File: src/rtl/y86_defs.sv
// Shared Y86-64 encodings used by the pipeline controller: instruction codes,
// status codes, the "no register" id and the controller state encoding.
package y86_defs;

    localparam logic [3:0] IHALT   = 4'h0;
    localparam logic [3:0] INOP    = 4'h1;
    localparam logic [3:0] IMRMOVQ = 4'h5;
    localparam logic [3:0] IOPQ    = 4'h6;
    localparam logic [3:0] IJXX    = 4'h7;
    localparam logic [3:0] IRET    = 4'h9;
    localparam logic [3:0] IPOPQ   = 4'hB;
    localparam logic [3:0] RNONE   = 4'hF;

    localparam logic [2:0] SBUB = 3'd0;
    localparam logic [2:0] SAOK = 3'd1;
    localparam logic [2:0] SHLT = 3'd2;
    localparam logic [2:0] SADR = 3'd3;
    localparam logic [2:0] SINS = 3'd4;

    typedef enum logic [1:0] {
        ST_IDLE = 2'd0,
        ST_RUN  = 2'd1,
        ST_HALT = 2'd2
    } ctrl_state_t;

    // A status that must stop the machine once it reaches write-back.
    function automatic logic is_exc(input logic [2:0] s);
        return (s == SHLT) || (s == SADR) || (s == SINS);
    endfunction

endpackage

File: src/rtl/pipe_hazard.sv
// Pure combinational hazard decode: load-use, mispredict, pending ret and
// exception status in the M and W stages.
module pipe_hazard
    import y86_defs::*;
(
    input  logic [3:0] d_icode,
    input  logic [3:0] d_srcA,
    input  logic [3:0] d_srcB,
    input  logic [3:0] e_icode,
    input  logic [3:0] e_dstM,
    input  logic       e_cnd,
    input  logic [3:0] m_icode,
    input  logic [2:0] m_stat,
    input  logic [2:0] w_stat,
    output logic       lu,
    output logic       mis,
    output logic       retp,
    output logic       m_exc,
    output logic       w_exc
);

    logic e_is_load;

    assign e_is_load = (e_icode == IMRMOVQ) || (e_icode == IPOPQ);
    assign lu    = e_is_load && (e_dstM != RNONE) &&
                   ((e_dstM == d_srcA) || (e_dstM == d_srcB));
    assign mis   = (e_icode == IJXX) && !e_cnd;
    assign retp  = (d_icode == IRET) || (e_icode == IRET) || (m_icode == IRET);
    assign m_exc = is_exc(m_stat);
    assign w_exc = is_exc(w_stat);

endmodule

File: src/rtl/pipe_ctrl.sv
// Y86-64 pipeline hazard/sequencing controller: stall/bubble generation,
// IDLE/RUN/HALT sequencing and performance counters.
module pipe_ctrl
    import y86_defs::*;
#(
    parameter int CNT_W = 32
) (
    input  logic             clk,
    input  logic             rst_n,
    input  logic             run,
    input  logic [3:0]       d_icode,
    input  logic [3:0]       d_srcA,
    input  logic [3:0]       d_srcB,
    input  logic [3:0]       e_icode,
    input  logic [3:0]       e_dstM,
    input  logic             e_cnd,
    input  logic [3:0]       m_icode,
    input  logic [2:0]       m_stat,
    input  logic [2:0]       w_stat,
    input  logic [3:0]       w_icode,
    output logic             f_stall,
    output logic             d_stall,
    output logic             w_stall,
    output logic             d_bubble,
    output logic             e_bubble,
    output logic             m_bubble,
    output logic             set_cc,
    output logic             halted,
    output logic [2:0]       proc_stat,
    output logic [CNT_W-1:0] cyc_cnt,
    output logic [CNT_W-1:0] ret_cnt,
    output logic [CNT_W-1:0] stall_cnt,
    output logic [CNT_W-1:0] mis_cnt
);

    ctrl_state_t state;
    logic        lu, mis, retp, m_exc, w_exc;
    logic        unused_w_icode;

    // W icode is carried for completeness; retirement is judged on status alone.
    assign unused_w_icode = ^w_icode;

    pipe_hazard u_hazard (
        .d_icode (d_icode),
        .d_srcA  (d_srcA),
        .d_srcB  (d_srcB),
        .e_icode (e_icode),
        .e_dstM  (e_dstM),
        .e_cnd   (e_cnd),
        .m_icode (m_icode),
        .m_stat  (m_stat),
        .w_stat  (w_stat),
        .lu      (lu),
        .mis     (mis),
        .retp    (retp),
        .m_exc   (m_exc),
        .w_exc   (w_exc)
    );

    always_comb begin
        f_stall  = 1'b1;
        d_stall  = 1'b1;
        w_stall  = 1'b1;
        d_bubble = 1'b0;
        e_bubble = 1'b0;
        m_bubble = 1'b0;
        set_cc   = 1'b0;
        if (state == ST_RUN) begin
            f_stall  = lu | retp;
            d_stall  = lu;
            // A load-use stall holds D, so the ret bubble waits until D moves.
            d_bubble = mis | (!lu & retp);
            e_bubble = mis | lu;
            m_bubble = m_exc | w_exc;
            w_stall  = w_exc;
            set_cc   = (e_icode == IOPQ) & !m_exc & !w_exc;
        end
    end

    assign halted = (state == ST_HALT);

    always_ff @(posedge clk or negedge rst_n) begin
        if (!rst_n) begin
            state     <= ST_IDLE;
            proc_stat <= SAOK;
            cyc_cnt   <= '0;
            ret_cnt   <= '0;
            stall_cnt <= '0;
            mis_cnt   <= '0;
        end else begin
            case (state)
                ST_IDLE: begin
                    if (run) state <= ST_RUN;
                end
                ST_RUN: begin
                    cyc_cnt <= cyc_cnt + CNT_W'(1);
                    if (w_stat == SAOK && !w_exc) ret_cnt <= ret_cnt + CNT_W'(1);
                    if (lu)  stall_cnt <= stall_cnt + CNT_W'(1);
                    if (mis) mis_cnt   <= mis_cnt + CNT_W'(1);
                    if (w_exc) begin
                        state     <= ST_HALT;
                        proc_stat <= w_stat;
                    end
                end
                ST_HALT: state <= ST_HALT;
                default: state <= ST_IDLE;
            endcase
        end
    end

endmodule

File: config.mk
export PLATFORM = sky130hd
export DESIGN_NAME = pipe_ctrl
export DESIGN_NICKNAME = d
export VERILOG_FILES = /design/src/rtl/y86_defs.sv /design/src/rtl/pipe_hazard.sv /design/src/rtl/pipe_ctrl.sv
export SDC_FILE = /design/constraint.sdc
export NUM_CORES = 1
export LEC_CHECK = 0
export ABC_AREA = 1
export CORE_MARGIN = 2
export CORE_UTILIZATION = 51
export DETAILED_ROUTE_END_ITERATION = 8
export PLACE_DENSITY_LB_ADDON = 0.05
export SLEW_MARGIN = 10
export SYNTH_ARGS = -nofsm -noshare
export SYNTH_HDL_FRONTEND = slang
export SYNTH_SLANG_ARGS = --single-unit
File: constraint.sdc
create_clock -name clk -period 2.25 [get_ports clk]
set_input_delay 0.3375 -clock clk [delete_from_list [all_inputs] [get_ports clk]]
set_output_delay 0.3375 -clock clk [all_outputs]
set_load 0.01 [all_outputs]
* Word-level counts from Yosys, hierarchy flattened
Index checks and enable logic that the tools add are counted.
** Operators by class
- Add/sub/neg operators :: 4
- Eq/ne operators :: 21
- Mux-type cells :: 10
- Bitwise gates (word level) :: 7
- Reductions and logical operators :: 22
** Operators by type and width (count)
- adder 32 x 1 -> 32 bit, second input constant :: 4
- == test 4 bit, second input constant :: 4
- == test 3 x 2 -> 1 bit, second input constant :: 4
- == test 4 x 3 -> 1 bit, second input constant :: 3
- AND reduction 2 bit :: 5
- == test 4 bit :: 2
- logical OR 1 bit :: 8
- two-way mux 1 bit :: 7
- == test 3 bit, second input constant :: 2
- one-hot mux 2 bit (3 select lines) :: 1
- logical AND 1 bit :: 4
- logical NOT 1 bit :: 4
- two-way mux 2 bit :: 2
- inequality test 2 bit, second input constant :: 2
- inequality test 4 bit, second input constant :: 1
- OR 1 bit :: 4
- bitwise AND 1 bit :: 3
- == test 3 x 1 -> 1 bit, second input constant :: 1
- == test 2 x 1 -> 1 bit, second input constant :: 1
- == test 2 bit, second input constant :: 1
- logical NOT 2 bit :: 1
** Storage, ports and cells
- Flip-flop bits (word level) :: 133
- Input port bits :: 38
- Logic and storage cells :: 70

* Longest topological paths before layout
Gate-level depths: netlist of run 1.
- Word-level depth :: 8
- Depth in mapped cells :: 12
- Gate-level depth less buffers :: 12

* Modules after synthesis
Synthesis of run 1 repeated with hierarchy kept, for this count alone.
** Second synthesis, totals
- Cells, all modules :: 959
- Area total of the unflattened synthesis :: 7274.5 µm²
** Modules (own cells, without submodules)
- pipe_ctrl :: times used 1, cells an instance 894, area an instance 7004.2 µm², seq. area each 3329.4 µm²
- pipe_hazard :: times used 1, cells an instance 65, area an instance 270.3 µm², seq. area each 0.0 µm²

* Worst setup path after synthesis of run 1
Ideal clock, no wire load.
- Path kind :: register to output
- From :: register state[1]
- To :: output port set_cc
- Data arrival time :: 1541 ps
- Data required time :: 1913 ps
- Setup slack :: 372 ps
- Stages on the path, launching flop included :: 7
- Cell sequence :: dfrtp_1 > inv_1 > ha_1 > buf_2 > buf_2 > nand3_1 > nor4_1
** On the way
- Word-level cells in the longest chain between the ends :: 2
** Ends and longest elaborated chain
- start, declared :: RTL line pipe_ctrl.sv:36 : ctrl_state_t state;
- start signal, assigned :: RTL line pipe_ctrl.sv:84 : state <= ST_IDLE;
- start signal, assigned :: RTL line pipe_ctrl.sv:93 : if (run) state <= ST_RUN;
- start signal, assigned :: RTL line pipe_ctrl.sv:101 : state <= ST_HALT;
- == test 2 x 1 -> 1 bit :: RTL line pipe_ctrl.sv:68 : if (state == ST_RUN) begin
- two-way mux 1 bit :: RTL line pipe_ctrl.sv:68
- end, declared :: RTL line pipe_ctrl.sv:27 : output logic set_cc,
Every way passes these cells.

* Final worst setup path of run 1
- From :: register state[1]
- To :: output port d_bubble
** On the way
- Word-level cells in the longest chain between the ends :: 2
** Ends and longest elaborated chain
- == test 2 x 1 -> 1 bit :: RTL line pipe_ctrl.sv:68
- two-way mux 1 bit :: RTL line pipe_ctrl.sv:68
- end, declared :: RTL line pipe_ctrl.sv:24 : output logic d_bubble,
Every way passes these cells.

==> summary.md, run 1 <==
| Metric | Value |
|---|---|
| Result of the run | `finished, final reports clean` |
| Vias | `7493` |
| Logic depth of the worst register-to-register path | `11` |
| Shortest clock period the worst path allows after layout | `roughly 2.2 ns` |
| Count of flip-flops with a built-in enable after synthesis | `0` |
| Setup CP Type | `reg -> out` |
| LEAKAGE | `4.93 nW` |
| Number of levels in the clock H-tree | `4` |
| CP Max Fanout | `20` |
| Net count after synthesis | `roughly 1100` |
| Post-Syn Area | `a little under 8000 um2` |
| Required @ worst endpoint | `between 1.5 and 2 ns` |
| Wire length of the first global-routing pass | `between 30000 and 40000 um` |
| Die ar. | `roughly 16000 um2` |
| R2R setup slack | `about 0.21 ns` |
| End of the worst register-to-register path | `stall_cnt[25]` |
| Fraction of power spent switching nets | `roughly a quarter` |
| Site Rows | `44` |
| Cell chosen for the clock root | `sky130_fd_sc_hd__clkbuf_16` |
| CP endpoint kind | `output pin` |
| Average detailed-routed wire length per instance | `approximately 14 um` |
| Detailed placer's ending HPWL | `15100 um` |
| Area growth syn-to-layout | `35.3%` |
| Startpoint of the worst setup timing path | `state[1]` |
| Slew of the pin with the lowest slew margin | `approximately 0.46 ns` |
| Clock transition time at the flip-flop clock pins of the worst setup and hold paths | `roughly 0.060 ns` |
| Crit-path cells | `inv_2 > ha_4 > buf_12 > nand4_1 > buf_4 > nand2_1 > clkdlybuf4s15_1` |
| Cell type contributing the most total cell area after synthesis | `sky130_fd_sc_hd__dfrtp_1` |
| Finished Layout Cells | `~1500` |
| Share of the synthesized area in the top cell type | `between 40% and 50%` |
| Stage delay of the slowest cell on the critical path | `between 0.3 and 0.4 ns` |
| Post-synthesis instance total | `roughly 1100` |
| DRC viols | `0` |
| Total detailed-routing wirelength | `just over 20000 um` |
| Pin count of the biggest net entering global routing | `57` |
| Layout net count | `1306` |
| Internal power | `about 4.8 mW` |
| Final count of negative-setup-slack endpoints | `0` |
| Clock buffers created by TritonCTS | `17` |
| Vias in the first global route | `roughly 6900` |
| Top-Level Pins | `roughly 180` |
| Max-slew violations | `0` |
| TritonCTS clock tree | `built` |
| Switching component of the power | `1.64 mW` |
| Number of buffers on the longest clock path | `2` |
| Total inserted antenna cells | `0` |
| Total design power | `6.45 mW` |
| Arrival time of the worst setup path | `roughly 1.8 ns` |
| Starting density of the core | `around 53%` |
| Total iterations of the first detailed-routing run | `5` |
| Most repeated cell in the gate-level netlist after synthesis | `sky130_fd_sc_hd__nand2_1` |
| Source-to-sink clock delay at the later pin of the worst-skew pair | `~0.42 ns` |
| Critical path endpoint | `d_bubble` |
| Chip height | `127 um` |
| Number of antenna violations at the first check in global routing | `0` |
| Power density normalized to cell area | `616 nW/um2` |
| Leading register cell type out of synthesis | `sky130_fd_sc_hd__dfrtp_1` |
| Number of storage elements in the synthesis netlist | `133` |
| Launching element type of the critical path | `flip-flop` |
| Synthesized area per cell | `approximately 7.3 um2` |
| Maximum Capacitance Violations | `0` |
| Maximum VDD drop | `about 0.00057 V` |
| Critical path's slowest cell | `sky130_fd_sc_hd__dfrtp_1` |
| Fraction of layout instances using a drive strength above 1 | `under 10%` |
| Crit share post-route | `about 96%` |
| Count of cell types in the netlist | `34` |
| Proportion of power drawn by combinational gates | `around 15%` |
| Cell count after placement | `around 1400` |
| Upper clock frequency limit | `roughly 0.46 GHz` |
| Part of the total power dissipated in the clock network | `between 40% and 50%` |
| Async SR Flop Fraction | `100%` |
| Total grt overflow | `0` |
| Number of DRC markers after the initial detailed-route iteration | `522` |
| Number of routed nets with antenna violations | `0` |
| Total GRT Usage | `about a quarter` |
| Post-synth top cells | `sky130_fd_sc_hd__nand2_1 (351), sky130_fd_sc_hd__dfrtp_1 (132), sky130_fd_sc_hd__inv_1 (127), sky130_fd_sc_hd__nor2_1 (127), sky130_fd_sc_hd__nand3_1 (86)` |
| Origin of the critical flop-to-flop path | `state[1]` |
| Post-detailed-route via-to-cell ratio | `5.14` |
| Top cells by area, synth | `sky130_fd_sc_hd__dfrtp_1 (43%), sky130_fd_sc_hd__nand2_1 (17%), sky130_fd_sc_hd__inv_1 (6.2%)` |
| Setup skew after layout | `0.00841 ns` |
| Path class of the lowest-slack min-delay path | `in -> async` |
| CTS sink cnt | `between 100 and 150` |
| Warnings from Yosys | `0` |
| Routability-driven placement congestion ratio | `~0.91` |
| Quantity of I/O buffers inserted on ports | `approximately 170` |
| Fin. Hold Viols | `0` |
| Relative slew margins | `69.1%` |
| Width of the die | `127 um` |
| Placeable core region | `between 10000 and 15000 um2` |
| Part of the power in registers | `41.1%` |
| Post-synthesis sequential area ratio | `a little over two fifths` |
==> worst max-delay path, delay by kind of cell, from the launching register on <==
kind	cells	cell delay [ns]
flops	1	0.39
fa+ha+maj	1	0.15
buf+inv	4	0.66
simple gates	2	0.21
==> how the worst min path moves through the flow <==
| stage | to | from |
|---|---|---|
| after floorplan | cyc_cnt[0] | rst_n |
| after global placement | cyc_cnt[14] | rst_n |
| after detailed placement | cyc_cnt[14] | rst_n |
| after CTS | cyc_cnt[14] | rst_n |
| after global routing | cyc_cnt[14] | rst_n |
| final | cyc_cnt[14] | rst_n |
==> power groups by stage <==
stage          sequential, mW  combinational, mW  clock, mW
2_1_floorplan            2.71              0.370          0
3_3_place_gp             2.68              0.948          0
3_5_place_dp             2.69              0.960          0
4_1_cts                  2.65              0.964       2.89
5_1_grt                  2.67               1.06       3.00
6_report                 2.65              0.953       2.84
==> logic make-up after synthesis <==
| family | synth area share [%] |
|---|---|
| buffers and inverters | 8.13 |
| and+or+nand+nor | 37.6 |
| adders and majority gates | 1.13 |
| muxes | 0.291 |
| DFF | 43.1 |
| AOI/OAI and AO/OA | 0.955 |
| xor gates and xnor gates | 8.84 |
==> per-stage QoR <==
step | cell area, um2 | utilization [%] | setup WS [ns] | setup TNS, ns | hold WS (ns)
floorplan | 7730 | - | 0.372 | 0 | 0.0419
global placement | 9790 | 66.9 | -0.251 | -1.03 | 0.260
detailed placement | 9790 | 66.9 | -0.280 | -1.13 | 0.259
CTS | 10400 | 71.2 | 0.00676 | 0 | 0.379
global route | 10500 | 71.4 | -0.00488 | -0.00605 | 0.412
finish | 10500 | 71.4 | 0.0833 | 0 | 0.388
==> registers in the layout, indices dropped and copies added, names as in the netlist <==
name and flops:
cyc_cnt 32, stall_cnt 32, ret_cnt 32, proc_stat 3, mis_cnt 32, state 2
==> cell type report <==
class	instances	area, um2
Fill cell	1186	4190
Tap cell	184	230
Multi-Input combinational cell	769	3800
Clock inverter	9	125
Sequential cell	133	3330
Inverter	141	529
Timing Repair Buffer	199	1970
Clock buffer	23	478
==> timing repair <==
| action | in CTS | in global routing |
|---|---|---|
| gates resized for setup | 12 | 12 |
| endpoints found under the hold margin | 33 | 0 |
| setup buffers | 2 | 1 |
| pin swaps | 3 | 2 |
| hold buffers | 1 | 0 |
| endpoints found under the setup margin | 7 | 5 |
==> per-layer routing <==
layer	global-route usage (%)	wire length, um	up-vias
met2	41.4	9520	225
met1	34.3	8870	3512
li1	-	-	3722
met5	0	0	-
met3	6.91	1420	34
met4	8.73	411	0
==> cell usage in the layout, fill, tap and decap left out, types with 2 or more instances in the layout <==
cell type,n
sky130_fd_sc_hd__nand2_1,350
sky130_fd_sc_hd__clkdlybuf4s15_1,2
sky130_fd_sc_hd__ha_1,6
sky130_fd_sc_hd__buf_12,3
sky130_fd_sc_hd__o21ai_0,5
sky130_fd_sc_hd__xnor2_1,34
sky130_fd_sc_hd__xor2_1,44
sky130_fd_sc_hd__nor3_2,3
sky130_fd_sc_hd__clkbuf_8,3
sky130_fd_sc_hd__dlygate4sd2_1,2
sky130_fd_sc_hd__inv_1,126
sky130_fd_sc_hd__nor2_2,7
sky130_fd_sc_hd__clkinv_2,4
sky130_fd_sc_hd__nand4_1,51
sky130_fd_sc_hd__nand3b_1,8
sky130_fd_sc_hd__inv_2,14
sky130_fd_sc_hd__nor2_4,5
sky130_fd_sc_hd__nand3_2,2
sky130_fd_sc_hd__clkbuf_16,17
sky130_fd_sc_hd__clkinvlp_4,2
sky130_fd_sc_hd__mux2_2,2
sky130_fd_sc_hd__dfrtp_1,132
sky130_fd_sc_hd__clkdlybuf4s50_1,161
sky130_fd_sc_hd__dlymetal6s2s_1,4
sky130_fd_sc_hd__bufinv_16,3
sky130_fd_sc_hd__nor2_1,126
sky130_fd_sc_hd__nand3_1,86
sky130_fd_sc_hd__nor3_1,21
sky130_fd_sc_hd__buf_4,24
sky130_fd_sc_hd__clkbuf_1,3
sky130_fd_sc_hd__o21ai_1,4
sky130_fd_sc_hd__nand2_2,4
No activity file was read; power rests on OpenSTA's default activity.
==> run 2: changes to the inputs <==
- SKIP_CTS_REPAIR_TIMING: default -> 1
==> run 2 against run 1 <==
Against the previous run:
- sequential share of layout area shrank 0.083 points
- global-route usage shrank 0.081 points
- critical path depth did not move
- cell count unchanged
- highest routed layer unchanged
- flip-flop and latch count unchanged
- routed wire length is 0.32% higher
- worst setup slack better by 0.041 ns
- register-to-register slack about the same
- fmax increased by 2.0%
==> summary.md, run 2 (synthesis gave the netlist of run 1 again) <==
| Metric | Value |
|---|---|
| Met2 wire length | `9480 um (was 9520 um)` |
| Arrival time of the worst setup path | `1.79 ns (was 1.83 ns)` |
| Amount of wire on met3 after detailed routing | `1430 um (was 1420 um)` |
| Total iterations of the first detailed-routing run | `6 (was 5)` |
| Fraction of power spent switching nets | `25.5% (was 25.4%)` |
| Crit share post-route | `94.5% (was 96.3%)` |
| Launching element type of the critical path | `flip-flop (unchanged)` |
| Internal power | `4.84 mW (was 4.81 mW)` |
| Slew of the pin with the lowest slew margin | `0.446 ns (was 0.462 ns)` |
| Clock buffers created by TritonCTS | `17 (unchanged)` |
| CTS sink cnt | `133 (unchanged)` |
| Path class of the lowest-slack min-delay path | `in -> async (unchanged)` |
| Fraction of layout instances using a drive strength above 1 | `7.77% (was 7.85%)` |
| Part of the total power dissipated in the clock network | `43.8% (was 44.1%)` |
| Number of levels in the clock H-tree | `4 (unchanged)` |
| DRC viols | `0 (unchanged)` |
| Setup repair after global routing missed its margin | `no` |
| Setup CP Type | `reg -> out (unchanged)` |
| Post-detailed-route via-to-cell ratio | `5.17 (was 5.14)` |
| Total GRT Usage | `25.8% (about the same)` |
| Number of buffers on the longest clock path | `2 (unchanged)` |
| End of the worst register-to-register path | `stall_cnt[25] (unchanged)` |
| Placeable core region | `14600 um2 (unchanged)` |
| Relative slew margins | `70.2% (was 69.1%)` |
| Setup skew after layout | `0.00736 ns (was 0.00841 ns)` |
| Width of the die | `127 um (unchanged)` |
| Worst hold margin | `0.387 ns (was 0.388 ns)` |
| Maximum VDD drop | `0.000564 V (was 0.000566 V)` |
| Starting density of the core | `52.8% (unchanged)` |
| Average detailed-routed wire length per instance | `13.9 um (about the same)` |
| Top-Level Pins | `177 (unchanged)` |
| Finished Layout Cells | `1458 (unchanged)` |
| Upper clock frequency limit | `0.471 GHz (was 0.462 GHz)` |
| Startpoint of the worst setup timing path | `state[1] (unchanged)` |
| Source-to-sink clock delay at the later pin of the worst-skew pair | `0.42 ns (about the same)` |
| R2R setup slack | `0.22 ns (was 0.21 ns)` |
| Pin count of the biggest net entering global routing | `57 (unchanged)` |
| Total inserted antenna cells | `0 (unchanged)` |
| Result of the run | `finished, final reports clean (unchanged)` |
| Final count of negative-setup-slack endpoints | `0 (unchanged)` |
| Clock transition time at the flip-flop clock pins of the worst setup and hold paths | `0.06 ns (about the same)` |
| Routability-driven placement congestion ratio | `0.910 (unchanged)` |
| Origin of the critical flop-to-flop path | `state[1] (unchanged)` |
| Total detailed-routing wirelength | `20300 um (was 20200 um)` |
| Total design power | `6.50 mW (was 6.45 mW)` |
| TritonCTS clock tree | `built (unchanged)` |
| Critical path endpoint | `e_bubble (was d_bubble)` |
| DRT met1 WL | `8990 um (was 8870 um)` |
| Part of the power in registers | `40.8% (was 41.1%)` |
| Proportion of power drawn by combinational gates | `15.3% (was 14.8%)` |
| Quantity of I/O buffers inserted on ports | `172 (unchanged)` |
| Area growth syn-to-layout | `35.7% (was 35.3%)` |
| Highest routed layer | `met4 (unchanged)` |
| Total grt overflow | `0 (unchanged)` |
| Sum of negative setup slack | `0 ns (unchanged)` |
| Number of routed nets with antenna violations | `0 (unchanged)` |
| Detailed placer's ending HPWL | `15100 um (unchanged)` |
| Switching component of the power | `1.66 mW (was 1.64 mW)` |
| Fin. Hold Viols | `0 (unchanged)` |
| Commonest cells after routing, fill and taps aside | `sky130_fd_sc_hd__nand2_1 (350), sky130_fd_sc_hd__clkdlybuf4s50_1 (162), sky130_fd_sc_hd__dfrtp_1 (132) (was sky130_fd_sc_hd__nand2_1 (350), sky130_fd_sc_hd__clkdlybuf4s50_1 (161), sky130_fd_sc_hd__dfrtp_1 (132))` |
| LEAKAGE | `4.97 nW (was 4.93 nW)` |
| Most common cell after layout, fill and taps aside | `sky130_fd_sc_hd__nand2_1 (unchanged)` |
| Logic depth of the worst register-to-register path | `11 (unchanged)` |
| Chip height | `127 um (unchanged)` |
| Cell chosen for the clock root | `sky130_fd_sc_hd__clkbuf_16 (unchanged)` |
| Shortest clock period the worst path allows after layout | `2.13 ns (was 2.17 ns)` |
| Number of DRC markers after the initial detailed-route iteration | `528 (was 522)` |
| Die ar. | `16200 um2 (unchanged)` |
| Max-slew violations | `0 (unchanged)` |
| Vias in the first global route | `6915 (was 6940)` |
| Cell count after placement | `1422 (unchanged)` |
| Number of antenna violations at the first check in global routing | `0 (unchanged)` |
| CP Max Fanout | `10 (was 20)` |
| Power density normalized to cell area | `620 nW/um2 (was 616 nW/um2)` |
| Wire length of the first global-routing pass | `33400 um (was 33500 um)` |
| Site Rows | `44 (unchanged)` |
| Layout net count | `1306 (unchanged)` |
| CP endpoint kind | `output pin (unchanged)` |
| Vias | `7532 (was 7493)` |
| Maximum Capacitance Violations | `0 (unchanged)` |
| Required @ worst endpoint | `1.91 ns (about the same)` |
## run 2: layout make-up
class                           instances  area [um2]
Clock buffer                           23         478
Clock inverter                          9         125
Fill cell                            1178        4160
Inverter                              141         529
Multi-Input combinational cell        769        3800
Sequential cell                       133        3330
Tap cell                              184         230
Timing Repair Buffer                  199        2000
## run 2: power by group through the flow
stage | sequential, mW | clock (mW) | combinational [mW]
2_1_floorplan | 2.71 | 0 | 0.370
3_3_place_gp | 2.68 | 0 | 0.948
3_5_place_dp | 2.69 | 0 | 0.960
4_1_cts | 2.65 | 2.89 | 0.963
5_1_grt | 2.67 | 3.00 | 1.10
6_report | 2.65 | 2.85 | 0.997
## run 2: metal layers
layer,track usage [%],up-vias
li1,-,3732
met4,8.73,0
met2,41.1,239
met5,0,-
met1,34.2,3523
met3,6.95,38
## run 2: worst min-delay path by stage
stage,from,endpoint,slack [ns]
global placement,rst_n,cyc_cnt[14],0.26
CTS,rst_n,cyc_cnt[14],-0.19
floorplan,rst_n,cyc_cnt[0],0.04
finish,rst_n,cyc_cnt[14],0.39
global route,rst_n,cyc_cnt[14],0.41
detailed placement,rst_n,cyc_cnt[14],0.26
## run 2: metrics by stage
| stage | utilization, % | instance area (um2) | setup WS [ns] |
|---|---|---|---|
| final | 71.6 | 10500 | 0.125 |
| after global routing | 71.6 | 10500 | 0.0231 |
| after CTS | 71.0 | 10400 | -0.350 |
| after detailed placement | 66.9 | 9790 | -0.280 |
| after global placement | 66.9 | 9790 | -0.251 |
| after floorplan | - | 7730 | 0.372 |
## run 2: critical path, cell delays in order (launching register included)
cell and delay (ns):
sky130_fd_sc_hd__dfrtp_1 0.39, sky130_fd_sc_hd__inv_2 0.10, sky130_fd_sc_hd__ha_4 0.18, sky130_fd_sc_hd__buf_12 0.14
sky130_fd_sc_hd__nand4_1 0.16, sky130_fd_sc_hd__buf_4 0.19, sky130_fd_sc_hd__nand2_1 0.06, sky130_fd_sc_hd__clkbuf_2 0.16
==> run 3: changes to the inputs <==
- CORE_UTILIZATION: 51 -> 55
- clock period: 2.25 -> 2.7 ns (I/O delays scaled with it)
==> run 3 against run 2 <==
Against the previous run:
- global-route usage increased by 1.7 points
- sequential power decreased by 17%
- via count decreased by 1.8%
- routed wire length decreased by 2.6%
- core utilization increased by 3.1 points
- non-clock buffer count decreased by 12
- critical endpoint unchanged
- largest cell class unchanged
- highest routed layer unchanged
==> summary.md, run 3 (synthesis gave the netlist of run 1 again) <==
| Metric | Value |
|---|---|
| Setup CP Type | `in -> out (was reg -> out)` |
| Number of routed nets with antenna violations | `0 (unchanged)` |
| Area growth syn-to-layout | `33.7% (was 35.7%)` |
| Width of the die | `123 um (was 127 um)` |
| Wire length of the first global-routing pass | `32400 um (was 33400 um)` |
| Required @ worst endpoint | `2.30 ns (was 1.91 ns)` |
| Cell chosen for the clock root | `sky130_fd_sc_hd__clkbuf_16 (unchanged)` |
| Number of DRC markers after the initial detailed-route iteration | `655 (was 528)` |
| Power density normalized to cell area | `516 nW/um2 (was 620 nW/um2)` |
| Routability-driven placement congestion ratio | `0.889 (was 0.910)` |
| Path class of the lowest-slack min-delay path | `reg -> reg (was in -> async)` |
| Area taken by flip-flops and latches | `3330 um2 (unchanged)` |
| Pin count of the biggest net entering global routing | `60 (was 57)` |
| Shortest clock period the worst path allows after layout | `~2.6 ns` |
| Total GRT Usage | `27.5% (was 25.8%)` |
| Die ar. | `15000 um2 (was 16200 um2)` |
| Maximum VDD drop | `0.000465 V (was 0.000564 V)` |
| Detailed placer's ending HPWL | `14700 um (was 15100 um)` |
| Worst hold margin | `0.488 ns (was 0.387 ns)` |
| Total detailed-routing wirelength | `19800 um (was 20300 um)` |
| Sum of negative setup slack | `0 ns (unchanged)` |
| Post-detailed-route via-to-cell ratio | `5.13 (was 5.17)` |
| Chip height | `123 um (was 127 um)` |
| Fin. Hold Viols | `0 (unchanged)` |
| Total inserted antenna cells | `0 (unchanged)` |
| Upper clock frequency limit | `a little under 0.4 GHz` |
| Worst slack, placed | `0.0670 ns (was -0.280 ns)` |
| CTS sink cnt | `133 (unchanged)` |
| Commonest cells after routing, fill and taps aside | `sky130_fd_sc_hd__nand2_1 (350), sky130_fd_sc_hd__clkdlybuf4s50_1 (169), sky130_fd_sc_hd__dfrtp_1 (132) (was sky130_fd_sc_hd__nand2_1 (350), sky130_fd_sc_hd__clkdlybuf4s50_1 (162), sky130_fd_sc_hd__dfrtp_1 (132))` |
| TritonCTS clock tree | `built (unchanged)` |
| Result of the run | `finished, final reports clean (unchanged)` |
| Vias in the first global route | `6884 (was 6915)` |
| Most common cell after layout, fill and taps aside | `sky130_fd_sc_hd__nand2_1 (unchanged)` |
| Multi-input combinational cell area | `3790 um2 (was 3800 um2)` |
| Critical path's slowest cell | `sky130_fd_sc_hd__clkdlybuf4s50_1 (was sky130_fd_sc_hd__dfrtp_1)` |
| Quantity of I/O buffers inserted on ports | `172 (unchanged)` |
| Site Rows | `43 (was 44)` |
| Stage delay of the slowest cell on the critical path | `0.59 ns (was 0.39 ns)` |
| Fraction of layout instances using a drive strength above 1 | `6.81% (was 7.77%)` |
| LEAKAGE | `4.84 nW (was 4.97 nW)` |
| Post-layout worst setup margin | `0.106 ns (was 0.125 ns)` |
| Number of buffers on the longest clock path | `2 (unchanged)` |
| Crit-path cells | `clkdlybuf4s50_1 > nor2_2 > nand3_1 > a21oi_2 > nand3_1 > nand2_1 > clkdlybuf4s50_1 (was inv_2 > ha_4 > buf_12 > nand4_1 > buf_4 > nand2_1 > clkbuf_2)` |
| Setup repair after global routing missed its margin | `no (unchanged)` |
| Average detailed-routed wire length per instance | `13.7 um (was 13.9 um)` |
| Final count of negative-setup-slack endpoints | `0 (unchanged)` |
| Clock buffers created by TritonCTS | `17 (unchanged)` |
| Arrival time of the worst setup path | `2.19 ns (was 1.79 ns)` |
| Post-layout util | `74.8% (was 71.6%)` |
| Maximum Capacitance Violations | `0 (unchanged)` |
| # fillers | `1053 (was 1178)` |
| Layout net count | `1294 (was 1306)` |
| Launching element type of the critical path | `primary input (was flip-flop)` |
| Source-to-sink clock delay at the later pin of the worst-skew pair | `0.42 ns (about the same)` |
| Starting density of the core | `55.9% (was 52.8%)` |
| Relative slew margins | `62.3% (was 70.2%)` |
| CP Max Fanout | `4 (was 10)` |
| CP endpoint kind | `output pin (unchanged)` |
| Placeable core region | `13800 um2 (was 14600 um2)` |
| DRC viols | `0 (unchanged)` |
| Number of antenna violations at the first check in global routing | `0 (unchanged)` |
| Cell count after placement | `1409 (was 1422)` |
| Slew of the pin with the lowest slew margin | `0.565 ns (was 0.446 ns)` |
| Crit share post-route | `slightly below 100%` |
| Total grt overflow | `0 (unchanged)` |
| Max-slew violations | `0 (unchanged)` |
| Finished Layout Cells | `1442 (was 1458)` |
| Vias | `7393 (was 7532)` |
| Total iterations of the first detailed-routing run | `5 (was 6)` |
| Setup skew after layout | `0.00754 ns (was 0.00736 ns)` |
| Number of levels in the clock H-tree | `4 (unchanged)` |
| Top-Level Pins | `177 (unchanged)` |
| Clock transition time at the flip-flop clock pins of the worst setup and hold paths | `0.05 ns (was 0.06 ns)` |
run 3: routing by layer:
metal	share of wire (%)	global-route usage, %
met1	43	35.2
met2	48	44.4
met3	7.4	9.20
met4	1.5	8.19
met5	0	0
run 3: power by group:
part	leakage, nW	internal [mW]	switching [mW]
clock	0.298	1.50	0.843
sequential	1.79	2.10	0.103
combinational	2.76	0.379	0.408
total	4.84	3.98	1.35
run 3: final timing paths:
kind	from	endpoint	slack, ns	depth (start not counted)
max	e_icode[3]	e_bubble	0.11	7
min	proc_stat[0]	proc_stat[0]	0.49	2
max reg2reg	state[1]	ret_cnt[22]	0.55	10
min reg2reg	proc_stat[0]	proc_stat[0]	0.49	2
max in group asynchronous	rst_n	proc_stat[0]	1.47	3
min in group asynchronous	rst_n	stall_cnt[23]	0.53	2
run 3: worst max-delay path, delay by kind of cell:
family	cells	cell delay, ns
simple gates	4	0.50
compound gates	1	0.21
buf+inv	2	1.07
run 3: through the flow:
| step | power, mW | cell area, um2 |
|---|---|---|
| after floorplan | 2.57 | 7730 |
| after global placement | 3.00 | 9700 |
| after detailed placement | 3.02 | 9700 |
| after CTS | 5.36 | 10300 |
| after global routing | 5.57 | 10300 |
| final | 5.33 | 10300 |
run 3: final cells by class:
type	instances	area share, %
clock buffer	24	4.95
clock inverter	8	0.920
inverter	141	5.12
multi-input combinational	769	36.7
sequential	133	32.2
tap	180	2.18
timing repair buffer	187	18.0
